$ cat src/rtl/fp32_pkg.sv
// Shared FP32 field widths, FSM encodings, flag positions and integer saturation limits
// for the FP32 conversion blocks.
package fp32_pkg;
    localparam int EXP_W    = 8;
    localparam int MAN_W    = 23;
    localparam int EXP_BIAS = 127;

    typedef logic [1:0] state_t;
    localparam state_t ST_IDLE   = 2'd0;
    localparam state_t ST_SHIFT  = 2'd1;
    localparam state_t ST_NEGATE = 2'd2;
    localparam state_t ST_DONE   = 2'd3;

    localparam int FLG_INVALID = 1;
    localparam int FLG_INEXACT = 0;

    localparam logic [31:0] INT32_MAX  = 32'h7FFF_FFFF;
    localparam logic [31:0] INT32_MIN  = 32'h8000_0000;
    localparam logic [31:0] UINT32_MAX = 32'hFFFF_FFFF;
endpackage

$ cat src/rtl/fp32_unpack.sv
// Splits an FP32 word into fields, class bits and unbiased exponent.
// Purely combinational: no latency and no flow control.
module fp32_unpack
    import fp32_pkg::*;
(
    input  logic [31:0]             data,
    output logic                    sign,
    output logic [EXP_W-1:0]        exp,
    output logic [MAN_W-1:0]        man,
    output logic                    is_nan,
    output logic                    is_inf,
    output logic                    is_zero_or_sub,
    output logic signed [EXP_W:0]   e
);
    assign sign           = data[31];
    assign exp            = data[30:23];
    assign man            = data[22:0];
    assign is_nan         = (exp == '1) && (man != '0);
    assign is_inf         = (exp == '1) && (man == '0);
    assign is_zero_or_sub = (exp == '0);
    // Nine-bit subtraction wraps correctly for the full 0..255 exponent range.
    assign e              = $signed({1'b0, exp} - 9'(EXP_BIAS));
endmodule

$ cat src/rtl/fp32_to_int32_seq.sv
// FP32 -> int32/uint32 converter, truncating, with an iterative STEP-bit shifter.
// Latency ceil(n/STEP)+neg+1 cycles; one op in flight, in_ready only in IDLE, result held until out_ready.
module fp32_to_int32_seq
    import fp32_pkg::*;
#(
    parameter int STEP = 1
) (
    input  logic        clk,
    input  logic        rst_n,
    input  logic        in_valid,
    output logic        in_ready,
    input  logic [31:0] in_data,
    input  logic        in_signed,
    output logic        out_valid,
    input  logic        out_ready,
    output logic [31:0] out_data,
    output logic [1:0]  out_flags
);
    localparam logic [4:0] STEP_C = 5'(STEP);

    logic                  sign;
    logic [EXP_W-1:0]      exp;
    logic [MAN_W-1:0]      man;
    logic                  is_nan;
    logic                  is_inf;
    logic                  is_zero_or_sub;
    logic signed [EXP_W:0] e;

    fp32_unpack u_unpack (
        .data           (in_data),
        .sign           (sign),
        .exp            (exp),
        .man            (man),
        .is_nan         (is_nan),
        .is_inf         (is_inf),
        .is_zero_or_sub (is_zero_or_sub),
        .e              (e)
    );

    state_t      state;
    logic [31:0] sh;
    logic        sticky;
    logic [4:0]  cnt;
    logic        dir_left;
    logic        do_neg;

    assign in_ready  = (state == ST_IDLE);
    assign out_valid = (state == ST_DONE);

    // Results that never need the shifter.
    logic        spec_hit;
    logic [31:0] spec_data;
    logic [1:0]  spec_flags;

    always_comb begin
        spec_hit   = 1'b1;
        spec_data  = '0;
        spec_flags = '0;
        if (is_nan || is_inf) begin
            spec_flags[FLG_INVALID] = 1'b1;
            if (in_signed)
                spec_data = (is_inf && sign) ? INT32_MIN : INT32_MAX;
            else
                spec_data = (is_inf && sign) ? 32'd0 : UINT32_MAX;
        end else if (is_zero_or_sub || (exp < 8'(EXP_BIAS))) begin
            spec_flags[FLG_INEXACT] = |in_data[30:0];
        end else if (in_signed && (e >= 9'sd31)) begin
            spec_data = sign ? INT32_MIN : INT32_MAX;
            // -2^31 is the one exactly representable value at the boundary.
            spec_flags[FLG_INVALID] = !(sign && (e == 9'sd31) && (man == '0));
        end else if (!in_signed && sign) begin
            spec_flags[FLG_INVALID] = 1'b1;
        end else if (!in_signed && (e >= 9'sd32)) begin
            spec_data               = UINT32_MAX;
            spec_flags[FLG_INVALID] = 1'b1;
        end else begin
            spec_hit = 1'b0;
        end
    end

    logic signed [EXP_W:0] e_m23;
    logic [4:0]            n;

    assign e_m23 = e - 9'sd23;
    assign n     = e_m23[EXP_W] ? 5'(-e_m23) : 5'(e_m23);

    logic [4:0]  amt;
    logic [4:0]  cnt_nxt;
    logic [31:0] sh_nxt;
    logic        sticky_nxt;
    logic [1:0]  flags_nxt;

    always_comb begin
        amt        = (cnt < STEP_C) ? cnt : STEP_C;
        cnt_nxt    = cnt - amt;
        sh_nxt     = dir_left ? (sh << amt) : (sh >> amt);
        sticky_nxt = sticky | (!dir_left && ((sh & ~(32'hFFFF_FFFF << amt)) != '0));
        flags_nxt  = '0;
        flags_nxt[FLG_INEXACT] = sticky_nxt;
    end

    always_ff @(posedge clk) begin
        if (!rst_n) begin
            state     <= ST_IDLE;
            sh        <= '0;
            sticky    <= 1'b0;
            cnt       <= '0;
            dir_left  <= 1'b0;
            do_neg    <= 1'b0;
            out_data  <= '0;
            out_flags <= '0;
        end else begin
            case (state)
                ST_IDLE: begin
                    if (in_valid) begin
                        sh       <= {8'd0, 1'b1, man};
                        sticky   <= 1'b0;
                        cnt      <= n;
                        dir_left <= !e_m23[EXP_W];
                        do_neg   <= sign && in_signed;
                        if (spec_hit) begin
                            out_data  <= spec_data;
                            out_flags <= spec_flags;
                            state     <= ST_DONE;
                        end else if (n != '0) begin
                            state <= ST_SHIFT;
                        end else if (sign && in_signed) begin
                            state <= ST_NEGATE;
                        end else begin
                            out_data  <= {8'd0, 1'b1, man};
                            out_flags <= '0;
                            state     <= ST_DONE;
                        end
                    end
                end
                ST_SHIFT: begin
                    sh     <= sh_nxt;
                    sticky <= sticky_nxt;
                    cnt    <= cnt_nxt;
                    if (cnt_nxt == '0) begin
                        if (do_neg) begin
                            state <= ST_NEGATE;
                        end else begin
                            out_data  <= sh_nxt;
                            out_flags <= flags_nxt;
                            state     <= ST_DONE;
                        end
                    end
                end
                ST_NEGATE: begin
                    out_data  <= ~sh + 32'd1;
                    out_flags <= flags_nxt;
                    state     <= ST_DONE;
                end
                ST_DONE: begin
                    if (out_ready)
                        state <= ST_IDLE;
                end
                default: state <= ST_IDLE;
            endcase
        end
    end
endmodule

$ cat config.mk
export PLATFORM = sky130hd
export DESIGN_NAME = fp32_to_int32_seq
export DESIGN_NICKNAME = d
export VERILOG_FILES = /design/src/rtl/fp32_pkg.sv /design/src/rtl/fp32_unpack.sv /design/src/rtl/fp32_to_int32_seq.sv
export SDC_FILE = /design/constraint.sdc
export NUM_CORES = 1
export LEC_CHECK = 0
export ABC_AREA = 1
export CORE_ASPECT_RATIO = 0.5
export CORE_MARGIN = 2
export CORE_UTILIZATION = 30
export DETAILED_ROUTE_END_ITERATION = 16
export GPL_TIMING_DRIVEN = 0
export PLACE_DENSITY = 0.51
export SYNTH_ARGS = -nofsm -noshare
export SYNTH_HDL_FRONTEND = slang
export SYNTH_SLANG_ARGS = --single-unit
$ cat constraint.sdc
create_clock -name clk -period 6.68 [get_ports clk]
set_clock_uncertainty 0.2 [all_clocks]
set_input_delay 1.336 -clock clk [delete_from_list [all_inputs] [get_ports clk]]
set_output_delay 1.336 -clock clk [all_outputs]
set_load 0.05 [all_outputs]
Word level (Yosys, flattened, before mapping):

Cells that the tools add are included.

* $add $sub $neg: 5
* $lt $le $gt $ge: 4
* eq/ne operators: 11
* shift-type cells: 3
* mux-type cells: 50
* bitwise logic cells: 4
* reduce and logical (&&, ||, !) cells: 30

Operators with widths (count)
* 2-to-1 mux 32 bit: 17
* case mux 32 bit (3 select lines): 1
* inverter 32 bit: 2
* case mux 32 bit (2 select lines): 1
* adder 32 x 1 -> 32 bit, second input constant: 1
* bitwise AND 32 bit: 1
* nonzero test 32 bit: 1
* left shift 32 x 5 -> 32 bit: 1
* left shift 32 x 5 -> 32 bit, first input constant: 1
* right shift 32 x 5 -> 32 bit: 1
* OR reduction 31 bit: 1
* logical NOT 23 bit: 1
* nonzero test 23 bit: 1
* 2-to-1 mux 2 bit: 11
* 2-to-1 mux 5 bit: 3
* 2-to-1 mux 1 bit: 13
* logical AND 1 bit: 10
* case mux 5 bit (2 select lines): 1
* == test 9 x 6 -> 1 bit, second input constant: 1
* >= comparator 9 x 6 -> 1 bit, second input constant: 1
* >= comparator 9 x 7 -> 1 bit, second input constant: 1
* subtractor 8 x 7 -> 9 bit, second input constant: 1
* subtractor 9 x 6 -> 9 bit, second input constant: 1
* == test 8 bit, second input constant: 1
* 24 further kinds: 33

* flip-flop bits (word level): 76
* bits of input ports: 37
* logic and storage cells: 115

Logic depth before layout (Yosys ltp):

* depth after elaboration: 11
* depth in mapped cells: 21
* depth with buffers taken out: 20

Hierarchy:

From an unflattened synthesis, not the netlist that was laid out.

* cells, all modules: 1170
* area, all modules: 6712.7 µm²

Modules (own cells, without submodules)
* fp32_to_int32_seq: instances 1, cells each 1084, area each 6203.4 µm², seq. area each 1521.5 µm²
* fp32_unpack: instances 1, cells each 86, area each 509.2 µm², seq. area each 0.0 µm²

Least setup slack after synthesis:

OpenSTA, ideal clock, no wires.

* path type: in2reg
* start point: input in_data[23]
* end point: register out_data[14]
* library setup time: 0.113 ns
* arrival time: 3.274 ns
* path slack: 3.093 ns
* cell stages on the path: 14
* cells stage by stage: ha_1 nand2_1 nor2_2 nand3_1 nor2_1 nand3_1 ha_1 o21ai_1 clkbuf_1 nand3_1 nand2_1 nand2_1 nor2_1 nor2_1

* cells in the longest elaborated chain, start to end: 11

RTL lines
* start: declaration: RTL line fp32_to_int32_seq.sv:12 `input logic [31:0] in_data,`
* branches (longest 11 deep; another with subtractor 8 x 7 -> 9 bit)
* end signal: assignment: RTL line fp32_to_int32_seq.sv:122 `out_data <= spec_data;`
* end signal: assignment: RTL line fp32_to_int32_seq.sv:130 `out_data <= {8'd0, 1'b1, man};`
* end signal: assignment: RTL line fp32_to_int32_seq.sv:144 `out_data <= sh_nxt;`
* end: declaration: RTL line fp32_to_int32_seq.sv:16 `output logic [31:0] out_data,`

Several ways; the timed one is not identified. The select of a mux whose other input is x is not followed.
A chain may end at the register's enable or synchronous reset.

Worst setup path after layout:

* start point: input in_data[23]
* end point: register out_data[3]

The elaborated chain is that of the path after synthesis.

==> results.py <==
metrics = {
    "status": {
        "outcome": "completed",
    },
    "critical_path": {
        "cp-startpoint": "in_data[23]",
        "worst_path_largest_cell_delay_ns": 0.65,
        "crit_type": "in2reg",
        "timing.critical_path.fanout_max": 10,
        "kind_of_capture_point_of_the_worst_setup_path": "flop",
        "cp_top_family": "simple AND/OR/NAND/NOR gates",
        "crit_path_cell_trace": "clkdlybuf4s50_1 > ha_1 > nand2_1 > nor2_2 > nand3_1 > nor2_1 > nand3_1 > ha_1 > o21ai_1 > clkbuf_1 > nand3_1 > nand2_1 > nand2_1 > nor2_1 > nor2_1",
        "rr_startpoint": "sh[0]",
        "timing.critical_path.arrival_ns": 4.72,
        "reg2reg_slack_ns": 3.24,
        "cp-endpoint": "out_data[3]",
        "setup.worst_path.start_class": "primary input",
        "cp_num_cells": 15,
        "critical_path_buf_inv_count": 2,
        "critical-path-slowest-cell": "sky130_fd_sc_hd__clkdlybuf4s50_1",
        "r2r_end": "out_data[22]",
        "cp_data_required_time_ns": 6.73,
        "worst_r2r_path_depth": 18,
    },
    "logic_synthesis": {
        "postSynthCellCount": 1057,
        "postSynth.topFlopCell": "sky130_fd_sc_hd__dfxtp_1",
        "syn-mean-instance-area_um2": 5.86,
        "warning_count_from_the_yosys_run": 0,
        "synth.distinct_cells": 39,
        "synth_enable_flop_cells": 0,
        "ys_seq_area_share_pct": 24.5,
        "async_flop_share_pct": 0,
        "synthesized_net_count": 1108,
        "combined_area_of_all_synthesized_cells_um2": 6200,
        "yosys_register_bits": 76,
    },
    "timing": {
        "unrepaired_setup_endpoints_after_global_routing": "no",
        "tightest_slew_ns": 0.769,
        "timing.setup.tns_ns": 0,
        "finalHoldViolations": 0,
        "shortest_clock_period_the_worst_path_allows_after_layout_ns": 4.68,
        "final_report_max_slew_violation_count": 0,
        "clock.fmax_ghz": 0.214,
        "worst_slew_margin_rel_pct": 48.4,
        "final.period_utilization_pct": 70.0,
        "timing.final.setup_violations": 0,
    },
    "clock_network": {
        "clock_root_buffer": "sky130_fd_sc_hd__clkbuf_16",
        "number_of_post_cts_setup_repair_buffers": 0,
        "clkLatencyLatePin_ns": 0.36,
        "clk_transition_reported_paths_ns": 0.07,
        "postCtsHoldBufs": 0,
        "max_clock_buf_depth": 2,
        "cts_num_sinks": 76,
        "tritoncts.num_buffers": 9,
        "postCtsResizedCells": 0,
        "cts-htree-levels": 3,
        "tritoncts_clock_tree": "done",
    },
    "floorplanning": {
        "rows": 37,
        "floorplan.io_pins": 73,
        "initial_core_utilization_pct": 30.4,
        "fp.dieW_um": 207,
        "die_height_um": 106,
        "design.die.area_um2": 21900,
        "core_region_area_um2": 20400,
    },
    "hold_path": {
        "worst_hold_check_path_type": "reg2reg",
        "worstHoldStart": "sticky",
    },
    "place": {
        "place_hpwl_mm": 19.1,
        "globalplace.congestion": 0.912,
        "io_buffer_count": 71,
        "placedInstanceArea_um2": 7250,
        "placedCellCount": 1401,
    },
    "layout": {
        "diodes": 0,
        "syn2layout_area_growth_pct": 21.7,
        "final_design_area_no_fill_um2": 7540,
        "layout-drive-gt1-share_pct": 3.93,
        "layout.cells.most_common_list": "sky130_fd_sc_hd__nand2_1, sky130_fd_sc_hd__nor2_1, sky130_fd_sc_hd__inv_1, sky130_fd_sc_hd__dfxtp_1, sky130_fd_sc_hd__clkdlybuf4s50_1",
        "layout_commonest_cell": "sky130_fd_sc_hd__nand2_1",
        "layout.core_utilization_pct": 36.9,
        "finish.cell_count_without_fillers": 1417,
        "finish.net_count": 1190,
    },
    "route": {
        "drt_iter0_markers": 671,
        "antenna_violating_nets_post_route": 0,
        "wl_per_cell_um": 16.9,
        "num_vias": 7422,
        "pre_antenna_drt_iters": 6,
        "drt_drc_violations_left": 0,
        "wirelength_routed_mm": 24.0,
        "viasPerCell": 5.24,
    },
    "global_route": {
        "track_usage_pct": 22.0,
        "grt-ovfl-total": 0,
        "grt_first_pass_wirelength_mm": 37.9,
        "maximum_number_of_pins_on_one_net_before_global_route_repair": 14,
        "grt_pass1_vias": 6821,
        "antenna_found_initial": 0,
    },
    "flow_run": {
        "count_of_max_cap_constraint_violations": 0,
    },
    "power": {
        "vdd_drop_max_uv": 154,
        "power.static_leakage_nw": 3.33,
        "power_per_cell_area_nw_per_um2": 543,
    },
}
[synth_stat cells (2+ instances only)]
master	instances	area, um^2
sky130_fd_sc_hd__nand3_1	63	315
sky130_fd_sc_hd__ha_1	14	175
sky130_fd_sc_hd__a221oi_1	23	201
sky130_fd_sc_hd__buf_2	8	40.0
sky130_fd_sc_hd__inv_1	110	413
sky130_fd_sc_hd__nor2_1	134	503
sky130_fd_sc_hd__nand2_1	307	1150
sky130_fd_sc_hd__buf_6	3	33.8
sky130_fd_sc_hd__a211oi_1	2	15.0
sky130_fd_sc_hd__nand4_1	33	206
sky130_fd_sc_hd__clkbuf_1	47	176
sky130_fd_sc_hd__nor2_4	2	22.5
sky130_fd_sc_hd__nor2_2	3	18.8
sky130_fd_sc_hd__o21ai_0	50	250
sky130_fd_sc_hd__nand2_2	6	37.5
sky130_fd_sc_hd__a21oi_1	54	270
sky130_fd_sc_hd__o31ai_1	5	37.5
sky130_fd_sc_hd__a31oi_1	3	18.8
sky130_fd_sc_hd__inv_2	4	15.0
sky130_fd_sc_hd__buf_1	5	18.8
sky130_fd_sc_hd__o211ai_1	58	435
sky130_fd_sc_hd__nor4_1	10	62.6
sky130_fd_sc_hd__clkinv_1	3	11.3
sky130_fd_sc_hd__o21ai_1	5	25.0
sky130_fd_sc_hd__dfxtp_1	76	1520
sky130_fd_sc_hd__nand3_2	2	20.0
sky130_fd_sc_hd__xor2_1	9	78.8
sky130_fd_sc_hd__nor3_1	7	35.0
[where the power goes]
group	switching, mW	total (mW)	internal (mW)
clock	0.218	0.508	0.290
combinational	1.96	2.79	0.837
sequential	0.161	0.790	0.629
[how the worst min path moves through the flow]
stage / to / slack, ns / cells past startpoint
2_1_floorplan: sticky / 0.25 / 2
5_1_grt: sticky / 0.30 / 2
4_1_cts: sticky / 0.29 / 2
6_report: sticky / 0.29 / 2
3_5_place_dp: sticky / 0.28 / 2
3_3_place_gp: sticky / 0.26 / 2
[kinds of logic after synthesis]
group / after synthesis / share of synthesized area [%]
compound gates: 205 / 20.9
xor+xnor: 10 / 1.41
fa+ha+maj: 14 / 2.83
buf+inv: 180 / 11.4
flops: 76 / 24.5
simple gates: 572 / 38.9
[worst reg2reg max path: stages (launching register included)]
cell                      delay [ns]
sky130_fd_sc_hd__dfxtp_1        0.42
sky130_fd_sc_hd__inv_1          0.14
sky130_fd_sc_hd__ha_1           0.18
sky130_fd_sc_hd__nand2_1        0.08
sky130_fd_sc_hd__nor2_1         0.24
sky130_fd_sc_hd__nand2_1        0.14
sky130_fd_sc_hd__nor2_1         0.37
sky130_fd_sc_hd__nand2_1        0.21
sky130_fd_sc_hd__nor2_1         0.29
sky130_fd_sc_hd__nand2_1        0.15
sky130_fd_sc_hd__nor2_2         0.18
sky130_fd_sc_hd__nand2_1        0.10
sky130_fd_sc_hd__o21ai_1        0.12
sky130_fd_sc_hd__nand3_1        0.10
sky130_fd_sc_hd__nand2_1        0.15
sky130_fd_sc_hd__nand2_1        0.06
sky130_fd_sc_hd__nand2_1        0.09
sky130_fd_sc_hd__nor2_1         0.05
sky130_fd_sc_hd__nor2_1         0.11
[per-stage QoR]
stage / hold WS [ns] / total power, mW / setup slack [ns]
after floorplan: 0.253 / 2.70 / 3.09
after global placement: 0.265 / 3.54 / 1.75
after detailed placement: 0.282 / 3.54 / 1.70
after CTS: 0.292 / 4.06 / 2.06
after global routing: 0.300 / 4.46 / 1.63
final: 0.290 / 4.09 / 2.00
[flip-flops by register name (all words and copies together), names as in the netlist]
name       cells
out_flags      2
dir_left       1
out_data      32
do_neg         1
cnt            5
state          2
sh            32
sticky         1
[per-layer routing]
layer  vias to the layer above  track usage [%]  share of wire, %
li1                       3685                -                 -
met1                      3453             32.8                52
met2                       250             31.5                39
met3                        34             4.62               6.9
met4                         0             6.17               1.9
met5                         -                0                 0
[layout make-up]
class                           count  area, um^2
Buffer                             63         269
Clock buffer                       10         229
Clock inverter                      6        63.8
Fill cell                        2280       12900
Inverter                          117         439
Multi-Input combinational cell    801        3970
Sequential cell                    76        1520
Tap cell                          273         342
Timing Repair Buffer               71         711
Power figures use the tool's default switching activity.
==> RTL edit, RTL diff (same settings) <==
Register the output `out_flags` once more, cleared by the reset; this adds one clock of latency there. The other outputs are not delayed to match.
--- a/src/rtl/fp32_to_int32_seq.sv
+++ b/src/rtl/fp32_to_int32_seq.sv
@@ -17,6 +17,8 @@
     output logic [1:0]  out_flags
 );
     localparam logic [4:0] STEP_C = 5'(STEP);
+
+    logic [1:0] out_flags_s0;
 
     logic                  sign;
     logic [EXP_W-1:0]      exp;
@@ -108,7 +110,7 @@
             dir_left  <= 1'b0;
             do_neg    <= 1'b0;
             out_data  <= '0;
-            out_flags <= '0;
+            out_flags_s0 <= '0;
         end else begin
             case (state)
                 ST_IDLE: begin
@@ -120,7 +122,7 @@
                         do_neg   <= sign && in_signed;
                         if (spec_hit) begin
                             out_data  <= spec_data;
-                            out_flags <= spec_flags;
+                            out_flags_s0 <= spec_flags;
                             state     <= ST_DONE;
                         end else if (n != '0) begin
                             state <= ST_SHIFT;
@@ -128,7 +130,7 @@
                             state <= ST_NEGATE;
                         end else begin
                             out_data  <= {8'd0, 1'b1, man};
-                            out_flags <= '0;
+                            out_flags_s0 <= '0;
                             state     <= ST_DONE;
                         end
                     end
@@ -142,14 +144,14 @@
                             state <= ST_NEGATE;
                         end else begin
                             out_data  <= sh_nxt;
-                            out_flags <= flags_nxt;
+                            out_flags_s0 <= flags_nxt;
                             state     <= ST_DONE;
                         end
                     end
                 end
                 ST_NEGATE: begin
                     out_data  <= ~sh + 32'd1;
-                    out_flags <= flags_nxt;
+                    out_flags_s0 <= flags_nxt;
                     state     <= ST_DONE;
                 end
                 ST_DONE: begin
@@ -160,5 +162,13 @@
             endcase
         end
     end
+    always_ff @(posedge clk) begin
+        if (!rst_n) begin
+            out_flags <= '0;
+        end else begin
+            out_flags <= out_flags_s0;
+        end
+    end
+
 endmodule
 
Check against the original RTL: not settled (the Yosys comparison gave no result); the edit may change what the design does.
==> RTL edit against the original RTL <==
Setup slack got worse by 0.26 ns; power rose by 2.3%; cell area is 1.8% higher; combinational power is 4% higher; synthesized area up 2.3%; critical path type unchanged; global-route usage up 0.74 points; sequential cell count grew 2; routed wire length up 4.5%; highest routed layer unchanged; first-iteration DRC count unchanged.
==> RTL edit: results (changes against the original RTL) <==
[min_path] path class of the lowest-slack min-delay path reg2reg
[cts] H-tree Lvls 3 [unchanged]
[routing] total met3 wirelength after detailed routing 2.166 mm [+32%]
[logic_synthesis] sequential area share after synthesis 24.62% [+0.074 points]
[global_route] global-route wire length before repair 38.81 mm [+2.3%]
[placement] DP Wirelength 19.80 mm [+3.5%]
[global_route] antenna violations before repair 0 [unchanged]
[routing] post-detailed-route via-to-cell ratio 5.218 [-0.37%]
[sta] tightest slew margin relative to the limit 42.50% [-5.9 points]
[cells_and_area] fill cell count 2307 [+1.2%]
[power] Max VDD drop 0.1928 mV [+25%]
[global_route] global router's overall resource usage 22.76% [+0.74 points]
[cells_and_area] layout cells sized above 1 4.134% [+0.20 points]
[worst_setup_path] highest-delay cell along the critical path o21ai_1
[logic_synthesis] top cells by area, synth dfxtp_1, nand2_1, nor2_1
[logic_synthesis] Mapped Cells 1074 [+1.6%]
[routing] routed length on met1 12.43 mm [about the same]
[global_route] pin count of the biggest net entering global routing 16 [+2]
[worst_setup_path] data arrival time of the critical path 4.99 ns [+0.27 ns]
[logic_synthesis] Unique masters post-synth 37 [-5.1%]
[routing] Via Count 7483 [+0.82%]
[placement] instance count after placement with tap cells included 1418 [+1.2%]
[outcome] result of the run finished, final reports clean
[placement] final RePlAce weighted congestion 0.9932 [+8.9%]
[routing] total wire length 25.06 mm [+4.5%]
[cts] count of instances resized after the clock tree is built 0 [unchanged]
[worst_setup_path] largest stage delay on the critical path 0.68 ns [+0.03 ns]
[routing] DRT Pass-1 Iters 5 [-1]
[placement] Post-Place Worst Slack 1.411 ns [-0.2868 ns]
[cells_and_area] Post-layout nets 1207 [+1.4%]
[routing] Met2 Wirelength 10.25 mm [+8.5%]
[cts] cell at the root of the clock tree clkbuf_16
[logic_synthesis] Syn. warnings 0 [unchanged]
[cells_and_area] leading registers by flop count out_data x32, sh x32, cnt x5
[power] standby leakage power 3.416 nW [+2.5%]
[logic_synthesis] cell types with the highest counts after synthesis nand2_1, nor2_1, inv_1
[power] switching power of the nets 2.427 mW [+3.9%]
[cts] number of buffers added for setup after CTS 0 [unchanged]
[placement] number of buffers inserted by port buffering 71 [unchanged]
## RTL edit: changes by cell type after synthesis, sizes merged, moves of 2 or more
cell / unedited run / this run
buf: 16 / 23
xor2: 9 / 12
nand2: 313 / 304
nand4: 33 / 37
inv: 114 / 121
nand3: 65 / 73
clkbuf: 47 / 42
dfxtp: 76 / 78
o211ai: 58 / 52
a21oi: 54 / 61
nor3: 8 / 11
## RTL edit: kinds of logic (layout without fill, tap and decap cells)
| family | after synthesis | in the layout | synth area share [%] |
|---|---|---|---|
| adder cells (fa/ha/maj) | 14 | 14 | 2.762 |
| AO/OA/AOI/OAI | 205 | 205 | 20.12 |
| flip-flops | 78 | 78 | 24.62 |
| AND/OR/NAND/NOR | 575 | 575 | 38.69 |
| buffers and inverters | 189 | 276 | 12.01 |
| XOR/XNOR | 13 | 13 | 1.795 |
## RTL edit: metal layers
layer | global-route usage (%) | vias up
met5 | 0 | -
met4 | 4.610 | 0
met3 | 4.599 | 13
met2 | 33.63 | 312
met1 | 33.87 | 3425
li1 | - | 3733
## RTL edit: power groups by stage
| stage | combinational [mW] | sequential, mW | clock [mW] |
|---|---|---|---|
| after floorplan | 1.77 | 0.967 | 0 |
| after global routing | 3.21 | 0.808 | 0.521 |
| after CTS | 2.86 | 0.781 | 0.501 |
| final | 2.91 | 0.784 | 0.491 |
| after detailed placement | 2.84 | 0.789 | 0 |
| after global placement | 2.83 | 0.789 | 0 |
## RTL edit: stage by stage
stage / hold slack, ns / cell area (µm²)
floorplan: 0.2047 / 6342
global placement: 0.2195 / 7395
CTS: 0.2355 / 7676
detailed placement: 0.2298 / 7395
finish: 0.2333 / 7676
global route: 0.2436 / 7676
## RTL edit: worst paths after layout
| check | startpoint | slack [ns] | to | cells past startpoint |
|---|---|---|---|---|
| max reg2reg | sh[0] | 3.21 | out_data[26] | 16 |
| min reg2reg | out_flags_s0[1] | 0.23 | out_flags[1] | 2 |
| max | in_data[17] | 1.74 | out_data[16] | 13 |
| min | out_flags_s0[1] | 0.23 | out_flags[1] | 2 |
## RTL edit: final cells by class
| cell class | instances | area share (%) |
|---|---|---|
| Clock buffer | 9 | 2.934 |
| Buffer | 65 | 3.863 |
| Multi-Input combinational cell | 807 | 52.36 |
| Timing Repair Buffer | 71 | 9.258 |
| Tap cell | 273 | 4.450 |
| Sequential cell | 78 | 20.34 |
| Clock inverter | 7 | 0.7335 |
| Inverter | 124 | 6.064 |
## RTL edit: worst min-delay path, stage by stage (launching register included)
cell     delay, ns
dfxtp_1       0.30
nand2_1       0.05
inv_1         0.04
